===== src/rtl/cache_control.sv =====
// Cache controller FSM: hit service, dirty-line writeback and line allocate.
// Define CACHE_CONTROL_PERF_CNT_EN to build the saturating hit/miss/writeback counters.
module cache_control #(
    parameter int unsigned CNT_W = 32
) (
    input  logic             clk,
    input  logic             rst,
    input  logic             mem_read,
    input  logic             mem_write,
    output logic             mem_resp,
    input  logic             hit,
    input  logic             miss,
    input  logic             dirty,
    output logic             set_dirty,
    output logic             reset_dirty,
    output logic             set_valid,
    output logic             load_tag,
    output logic             set_lru,
    output logic             data_read,
    output logic             load_data,
    output logic             pmem_read,
    output logic             pmem_write,
    input  logic             pmem_resp,
    output logic [CNT_W-1:0] hit_count,
    output logic [CNT_W-1:0] miss_count,
    output logic [CNT_W-1:0] wb_count
);

    // state     | meaning
    // IDLE      | waiting for a CPU request
    // CHECK     | tag compare; serve a hit or pick the miss path
    // WRITEBACK | dirty victim line going out to physical memory
    // ALLOCATE  | new line coming in from physical memory
    typedef enum logic [1:0] {
        IDLE      = 2'd0,
        CHECK     = 2'd1,
        WRITEBACK = 2'd2,
        ALLOCATE  = 2'd3
    } state_t;

    state_t state;
    state_t state_next;
    logic   req;

    assign req = mem_read | mem_write;

    always_ff @(posedge clk or negedge rst) begin
        if (!rst) begin
            state <= IDLE;
        end else begin
            state <= state_next;
        end
    end

    always_comb begin
        state_next  = state;
        mem_resp    = 1'b0;
        set_dirty   = 1'b0;
        reset_dirty = 1'b0;
        set_valid   = 1'b0;
        load_tag    = 1'b0;
        set_lru     = 1'b0;
        data_read   = 1'b1;
        load_data   = 1'b0;
        pmem_read   = 1'b0;
        pmem_write  = 1'b0;
        case (state)
            IDLE: begin
                if (req) begin
                    state_next = CHECK;
                end
            end
            CHECK: begin
                if (!req) begin
                    state_next = IDLE;
                end else if (hit) begin
                    mem_resp   = 1'b1;
                    set_lru    = 1'b1;
                    set_dirty  = mem_write;
                    load_data  = mem_write;
                    state_next = IDLE;
                end else if (miss) begin
                    state_next = dirty ? WRITEBACK : ALLOCATE;
                end
                // neither hit nor miss: datapath status not settled, re-check
            end
            WRITEBACK: begin
                pmem_write = 1'b1;
                if (pmem_resp) begin
                    state_next = ALLOCATE;
                end
            end
            ALLOCATE: begin
                pmem_read = 1'b1;
                if (pmem_resp) begin
                    load_data   = 1'b1;
                    load_tag    = 1'b1;
                    set_valid   = 1'b1;
                    reset_dirty = 1'b1;
                    state_next  = CHECK;
                end
            end
            default: begin
                state_next = IDLE;
            end
        endcase
    end

`ifdef CACHE_CONTROL_PERF_CNT_EN
    logic hit_inc;
    logic miss_inc;
    logic wb_inc;

    assign hit_inc  = (state == CHECK) && req && hit;
    assign miss_inc = (state == CHECK) && req && !hit && miss;
    assign wb_inc   = (state == WRITEBACK) && pmem_resp;

    // counters stick at all-ones instead of wrapping
    always_ff @(posedge clk or negedge rst) begin
        if (!rst) begin
            hit_count  <= '0;
            miss_count <= '0;
            wb_count   <= '0;
        end else begin
            if (hit_inc && (hit_count != '1)) begin
                hit_count <= hit_count + CNT_W'(1);
            end
            if (miss_inc && (miss_count != '1)) begin
                miss_count <= miss_count + CNT_W'(1);
            end
            if (wb_inc && (wb_count != '1)) begin
                wb_count <= wb_count + CNT_W'(1);
            end
        end
    end
`else
    assign hit_count  = '0;
    assign miss_count = '0;
    assign wb_count   = '0;
`endif

endmodule


===== config.mk =====
export PLATFORM = sky130hd
export DESIGN_NAME = cache_control
export DESIGN_NICKNAME = d
export VERILOG_FILES = /design/src/rtl/cache_control.sv
export SDC_FILE = /design/constraint.sdc
export NUM_CORES = 1
export LEC_CHECK = 0
export ABC_AREA = 1
export BUFFER_PORTS_ARGS = -buffer_cell sky130_fd_sc_hd__buf_2
export CAP_MARGIN = 40
export CELL_PAD_IN_SITES_DETAIL_PLACEMENT = 0
export CELL_PAD_IN_SITES_GLOBAL_PLACEMENT = 1
export CORE_UTILIZATION = 23
export DETAILED_ROUTE_END_ITERATION = 10
export PLACE_DENSITY = 0.91
export SLEW_MARGIN = 20
export SYNTH_ARGS = -nofsm -noshare
export SYNTH_HDL_FRONTEND = slang
export SYNTH_SLANG_ARGS = --single-unit

===== constraint.sdc =====
create_clock -name clk -period 3.3 [get_ports clk]
set_input_delay 0.495 -clock clk [delete_from_list [all_inputs] [get_ports clk]]
set_output_delay 0.495 -clock clk [all_outputs]
set_load 0.03 [all_outputs]

==> summary.md, run 1 <==
| Metric | Value |
|---|---|
| Status | completed |
| Fmax | 541 MHz |
| Worst EP arrival | 1.35 ns |
| Reg2Reg Depth | 6 |
| Switching share of power | 0.622 |
| Sequential Power Share | 0.101 |
| Most frequent cells in the layout | 97 x conb_1, 16 x buf_2, 7 x nand2_1 |
| Final max-slew violation count | 0 |
| Synth Register Bits | 2 |
| Wire per inst | 4.84 um |
| Root Buffer | clkbuf_8 |
| Vias per cell | 2.67 |
| Final core occ | 0.190 |
| CP Launch Type | flip-flop |
| Die W | 69.1 um |
| Area grow syn2layout | -20.0% |
| Fin Setup TNS | 0 ns |
| CTS resizes | 0 |
| Post-DP HPWL | 921 um |
| DRT antenna net count | 0 |
| Peak VDD IR | 0.131 mV |
| Total global-route track usage | 0.0385 |
| GRT overflow | 0 |
| Reg-to-reg slack, setup | 2.02 ns |
| Longest Clk Path Bufs | 2 |
| Total Routed Length | 997 um |
| First-pass GRT wire length | 1.30 mm |
| Max FO, Critical Path | 4 |
| Residual DRC count | 0 |
| Minimum clock period after layout | 1.85 ns |
| Clock-pin slew on the worst setup and hold paths | 0.03 ns |
| # IOs | 114 |
| Top flop regs | state: 2 flops |
| CTS tree | built |
| Largest net degree at the start of global routing | 6 |
| Final hold slack | 0.0629 ns |
| Final period util | 0.560 |
| Total power | 0.497 mW |
| Count of port buffers added during placement | 16 |
| Logic pwr share | 0.702 |
| Number of CTS-inserted buffers | 3 |
| Number of synthesis warnings | 0 |
| Cell count after synthesis | 140 |
| Initial antenna violation count | 0 |
| Leak Pwr | 0.572 nW |
| CP endpoint kind | output pin |
| Core area | 0.00435 mm^2 |
| Ratio of cells with drive above 1 in the final layout | 0.195 |
| # nets final | 169 |
| Synth Cell Area | 0.00104 mm^2 |
| Fin Clk Skew | 0.00201 ns |
| Post-CTS Setup Repair Bufs | 0 |
| Vias in the first global route | 315 |
| Ant diodes | 0 |
| Die area | 0.00478 mm^2 |
| Worst EP required | 2.80 ns |
| Post-synthesis average cell area | 7.40 um^2 |
| Detailed Route Iter0 Violations | 5 |
| Internal Power | 0.188 mW |
| Largest register FFs | 2 |
| Clk pwr share | 0.197 |
| Cts-stage hold buffer count | 0 |
| Placer Congestion | 0.674 |
| Hold Fails Final Rpt | 0 |
| Critical path type | flip-flop to output pin |
| Clk Latency, worst-skew pair | 0.21 ns |
| Final setup margin | 1.45 ns |
| Initial Util | 0.238 |
| Setup violators final | 0 |
| Pre-CTS setup slack | 1.68 ns |
| FILL cells | 513 |
| # H-tree levels | 1 |
| Yosys cell types | 16 |
| Leading cell type in the layout, fill and taps excluded | conb_1 |
| Drt first pass iters | 2 |
| HP Class | primary input to asynchronous set/reset pin |
| Largest Register | state |
| Sequential fraction of the synthesis area | 0.0483 |
| RSZ-0062 raised after global routing | no |
| CTS sink cnt | 2 |
| Sw power | 0.309 mW |
| Die Y | 69.1 um |
| Reg-to-reg endpoint | state[1] |
| Max Cap Viol | 0 |
| DR vias | 550 |
| Row count | 24 |
| Reg-to-reg startpoint | state[0] |
| Pwr/cell area | 600 mW/mm^2 |
[metrics by stage]
step	instance area, um^2	instances
2_1_floorplan	1390	235
3_3_place_gp	787	203
3_5_place_dp	787	203
4_1_cts	828	206
5_1_grt	828	206
6_report	828	206
[power by group through the flow]
stage / clock (mW) / combinational (mW) / sequential (mW)
final: 0.0980 / 0.348 / 0.0502
after global placement: 0 / 0.341 / 0.0488
after CTS: 0.0994 / 0.350 / 0.0501
after detailed placement: 0 / 0.350 / 0.0503
after global routing: 0.105 / 0.377 / 0.0528
after floorplan: 0 / 0.402 / 0.0473
[layout make-up]
cell class | instances | area [um^2] | share of cell area
Multi-Input combinational cell | 126 | 566 | 0.683
Timing Repair Buffer | 16 | 80.1 | 0.0967
Tap cell | 52 | 65.1 | 0.0785
Sequential cell | 2 | 50.0 | 0.0604
Clock buffer | 3 | 41.3 | 0.0498
Inverter | 7 | 26.3 | 0.0317
[how the worst max path moves through the flow]
stage | cells after the start | endpoint | start | slack (ns)
final | 5 | mem_resp | state[1] | 1.45
after global routing | 5 | load_data | state[1] | 1.28
after CTS | 5 | set_lru | state[1] | 1.45
after detailed placement | 5 | set_lru | state[1] | 1.68
after global placement | 5 | load_data | state[1] | 1.71
after floorplan | 5 | set_lru | state[1] | 1.35
[cell usage after synthesis, drive strengths merged]
cell type | count | area [um^2]
conb | 2 | 7.51
nand2 | 9 | 38.8
ha | 5 | 62.6
and2 | 1 | 8.76
o21ai | 2 | 13.8
nand3 | 6 | 45.0
nor2 | 5 | 21.3
inv | 7 | 26.3
buf | 100 | 751
o21bai | 1 | 11.3
dfrtp | 2 | 50.1
[per-layer routing]
metal,vias to the layer above,share of wire,GRT usage
li1,252,-,-
met1,227,0.25,0.0274
met2,69,0.52,0.0615
met3,2,0.22,0.0336
met4,0,0.016,0.0340
met5,-,0,0
[worst max-delay path, stage by stage, from the launching register on]
cell and delay [ns]:
dfrtp_1 0.40, inv_1 0.12, ha_1 0.20, nand2_1 0.09, nor2_1 0.13, buf_2 0.21
[cell families after synthesis]
group           count (synthesis)  share of synthesized area
buf+inv                       107                      0.750
fa+ha+maj                       5                     0.0604
flops                           2                     0.0483
other cells                     2                    0.00725
compound gates                  3                     0.0242
simple gates                   21                      0.110
Power figures use the tool's default switching activity.
==> run 2: changes to the inputs <==
--- a/config.mk
+++ b/config.mk
@@ -5,14 +5,14 @@
 export SDC_FILE = /design/constraint.sdc
 export NUM_CORES = 1
 export LEC_CHECK = 0
-export ABC_AREA = 1
+export ABC_AREA = 0
 export BUFFER_PORTS_ARGS = -buffer_cell sky130_fd_sc_hd__buf_2
 export CAP_MARGIN = 40
 export CELL_PAD_IN_SITES_DETAIL_PLACEMENT = 0
 export CELL_PAD_IN_SITES_GLOBAL_PLACEMENT = 1
-export CORE_UTILIZATION = 23
+export CORE_UTILIZATION = 19
 export DETAILED_ROUTE_END_ITERATION = 10
-export PLACE_DENSITY = 0.91
+export PLACE_DENSITY = 0.83
 export SLEW_MARGIN = 20
 export SYNTH_ARGS = -nofsm -noshare
 export SYNTH_HDL_FRONTEND = slang
==> constraint.sdc (replaced) <==
create_clock -name clk -period 1.7 [get_ports clk]
set_input_delay 0.255 -clock clk [delete_from_list [all_inputs] [get_ports clk]]
set_output_delay 0.255 -clock clk [all_outputs]
set_load 0.03 [all_outputs]
==> summary.md, run 2 <==
| Metric | Value |
|---|---|
| Vias per cell | 2.38 (-11%) |
| Cell count after synthesis | 128 (-8.6%) |
| Critical path capture point | load_data |
| Minimum clock period after layout | 1.64 ns |
| Most common cell in the synthesized netlist | buf_4 |
| Critical path type | flip-flop to output pin |
| Status | completed |
| Largest net degree at the start of global routing | 5 (-1) |
| Die area | 0.00548 mm^2 (+15%) |
| Vias in the first global route | 284 (-9.8%) |
| # IOs | 114 (unchanged) |
| Wire per inst | 5.07 um (+4.7%) |
| Fmax | 609 MHz |
| Area grow syn2layout | -13.2% |
| DR vias | 508 (-7.6%) |
| Sw power | 0.538 mW (+74%) |
| DRT antenna net count | 0 (unchanged) |
| Count of port buffers added during placement | 16 (unchanged) |
| Sequential fraction of the synthesis area | 0.0508 (+0.00245) |
| Top flop regs | state: 2 flops |
| Worst EP required | 1.44 ns (-1.36 ns) |
| Worst setup startpoint | state[1] |
| CP endpoint kind | output pin |
| Largest Register | state |
| Synth Cell Area | 986 um^2 (-4.8%) |
| Die Y | 74.0 um (+7.1%) |
| Longest Clk Path Bufs | 2 (unchanged) |
| Reg-to-reg endpoint | state[1] |
| Logic pwr share | 0.699 (-0.003) |
| Final max-slew violation count | 0 (unchanged) |
| Core area | 0.00485 mm^2 (+11%) |
| Leading cell type in the layout, fill and taps excluded | conb_1 |
| Switching share of power | 0.586 (-0.0355) |
| GRT overflow | 0 (unchanged) |
| Sequential Power Share | 0.100 (about the same) |
| Ratio of cells with drive above 1 in the final layout | 0.205 (+0.0107) |
| Reg-to-reg startpoint | state[0] |
| Ys flop type | dfrtp_1 |
| CP Launch Type | flip-flop |
| CTS sink cnt | 2 (unchanged) |
| Fin Setup TNS | 0 ns (unchanged) |
| Reg-to-reg slack, setup | 0.11 ns (-1.91 ns) |
| Fin Clk Skew | 0.00287 ns (+0.000863 ns) |
| Most frequent cells in the layout | 97 x conb_1, 15 x buf_2 |
| Final instance area | 856 um^2 (+3.3%) |
| # H-tree levels | 1 (unchanged) |
| Placer Congestion | 0.610 (-9.5%) |
| Cell accounting for the most synthesized area | buf_4 |
| Max FO, Critical Path | 3 (-1) |
| Reg2Reg Depth | 7 (+1) |
| Post-synthesis average cell area | 7.70 um^2 (+4.1%) |
| Detailed Route Iter0 Violations | 7 (+2) |
| Post-synth EDFFs | 0 (unchanged) |
| Clock-pin slew on the worst setup and hold paths | 0.03 ns (about the same) |
| Hold Fails Final Rpt | 0 (unchanged) |
| Pwr/cell area | 1070 mW/mm^2 (+79%) |
| Top post-synthesis cells by count | 100 x buf_4, 5 x ha_1, 3 x inv_1, 3 x nor2_1 |
| Internal Power | 0.379 mW (+100%) |
| Leak Pwr | 0.552 nW (-3.5%) |
| Initial antenna violation count | 0 (unchanged) |
| RSZ-0062 raised after global routing | no |
| Final cell count without fillers | 213 (+3.4%) |
| Final core occ | 0.177 (-0.0137) |
| Yosys cell types | 18 (+2) |
| Total global-route track usage | 0.0268 (-0.0117) |
| Setup violators final | 0 (unchanged) |
| CTS tree | built |
| Row count | 25 (+4.2%) |
| Clk Latency, worst-skew pair | 0.21 ns (about the same) |
| Total placed cells including tap cells | 206 (+1.5%) |
| Peak VDD IR | 0.299 mV (+130%) |
| Main area contributors after synthesis | buf_4 76%, ha_1 6.3%, dfrtp_1 5.1%, mux2i_1 2.0%, inv_1 1.1% |
| Drt first pass iters | 4 (+2) |
| Max Cap Viol | 0 (unchanged) |
| FILL cells | 567 (+11%) |
| Ys async rst share | 1.00 (unchanged) |
| Clk pwr share | 0.201 (+0.004) |
| Placed Area | 757 um^2 (-3.8%) |
| Synth Register Bits | 2 (unchanged) |
| Worst EP arrival | 1.39 ns (+0.04 ns) |
| First-pass GRT wire length | 1.10 mm (-15%) |
| Post-synth top area share | 0.761 (+0.0368) |
| # nets final | 161 (-4.7%) |
| Number of synthesis warnings | 0 (unchanged) |
| Number of CTS-inserted buffers | 3 (unchanged) |
| Final period util | 0.966 |
| Largest register FFs | 2 (unchanged) |
| Root Buffer | clkbuf_8 |
| Total Routed Length | 1.08 mm (+8.2%) |
| Die W | 74.0 um (+7.1%) |
| Post-DP HPWL | 933 um (+1.3%) |
| Initial Util | 0.203 (-0.0346) |
| Ant diodes | 0 (unchanged) |
| Residual DRC count | 0 (unchanged) |
| HP Class | primary input to asynchronous set/reset pin |
==> run 2: final cells by class <==
| type | instances | area (um^2) | share of cell area |
|---|---|---|---|
| repair buffers | 20 | 119 | 0.139 |
| multi-input cells | 118 | 551 | 0.643 |
| flip-flops and latches | 2 | 50.0 | 0.0585 |
| inverters | 3 | 11.3 | 0.0132 |
| clock buffers | 3 | 41.3 | 0.0482 |
| well taps | 67 | 83.8 | 0.0980 |
==> run 2: per-stage QoR <==
stage,power [mW],hold slack [ns],setup WS [ns]
2_1_floorplan,0.776,-0.0406,0.00286
3_3_place_gp,0.653,0.0396,0.137
3_5_place_dp,0.664,0.0472,0.129
4_1_cts,0.902,0.373,0.000910
5_1_grt,0.986,0.397,0.00764
6_report,0.917,0.383,0.0581
==> run 2: timing repair <==
item,in CTS,in global routing
endpoints found under the setup margin,1,1
resized for setup,6,2
endpoints found under the hold margin,2,0
pin swaps,1,0
hold buffers,1,0
buffers inserted,3,0
==> run 2: kinds of logic (layout without fill, tap and decap cells) <==
| family | count (synthesis) | count (layout) | synth area share |
|---|---|---|---|
| buffers and inverters | 103 | 26 | 0.773 |
| AO/OA/AOI/OAI | 3 | 3 | 0.0203 |
| flip-flops | 2 | 2 | 0.0508 |
| AND/OR/NAND/NOR | 11 | 11 | 0.0647 |
| adder cells (fa/ha/maj) | 5 | 5 | 0.0635 |
| multiplexers | 2 | 2 | 0.0203 |
| other | 2 | 97 | 0.00762 |
==> run 2: power groups by stage <==
stage          clock network [mW]  registers [mW]  logic [mW]
6_report                    0.184          0.0918       0.641
5_1_grt                     0.194          0.0953       0.696
4_1_cts                     0.190          0.0850       0.627
3_5_place_dp                    0          0.0867       0.578
3_3_place_gp                    0          0.0864       0.567
2_1_floorplan                   0          0.0819       0.694
==> run 2: per-layer routing <==
| metal | share of wire | vias up | GRT usage |
|---|---|---|---|
| met1 | 0.26 | 214 | 0.0219 |
| met2 | 0.56 | 64 | 0.0535 |
| met4 | 0 | 0 | 0.0256 |
| met3 | 0.17 | 0 | 0.00407 |
| li1 | - | 230 | - |
| met5 | 0 | - | 0 |
==> run 2: how the worst min path moves through the flow <==
stage | to | slack (ns) | cells past startpoint
2_1_floorplan | state[0] | -0.04 | 0
3_3_place_gp | state[0] | 0.04 | 1
3_5_place_dp | state[0] | 0.05 | 1
4_1_cts | state[1] | 0.37 | 2
5_1_grt | state[1] | 0.40 | 2
6_report | state[1] | 0.38 | 2
==> run 2: critical path: stages, from the launching register on <==
cell     delay [ns]
dfrtp_1        0.38
inv_2          0.07
ha_4           0.16
and3_2         0.21
or2_4          0.23
buf_6          0.13
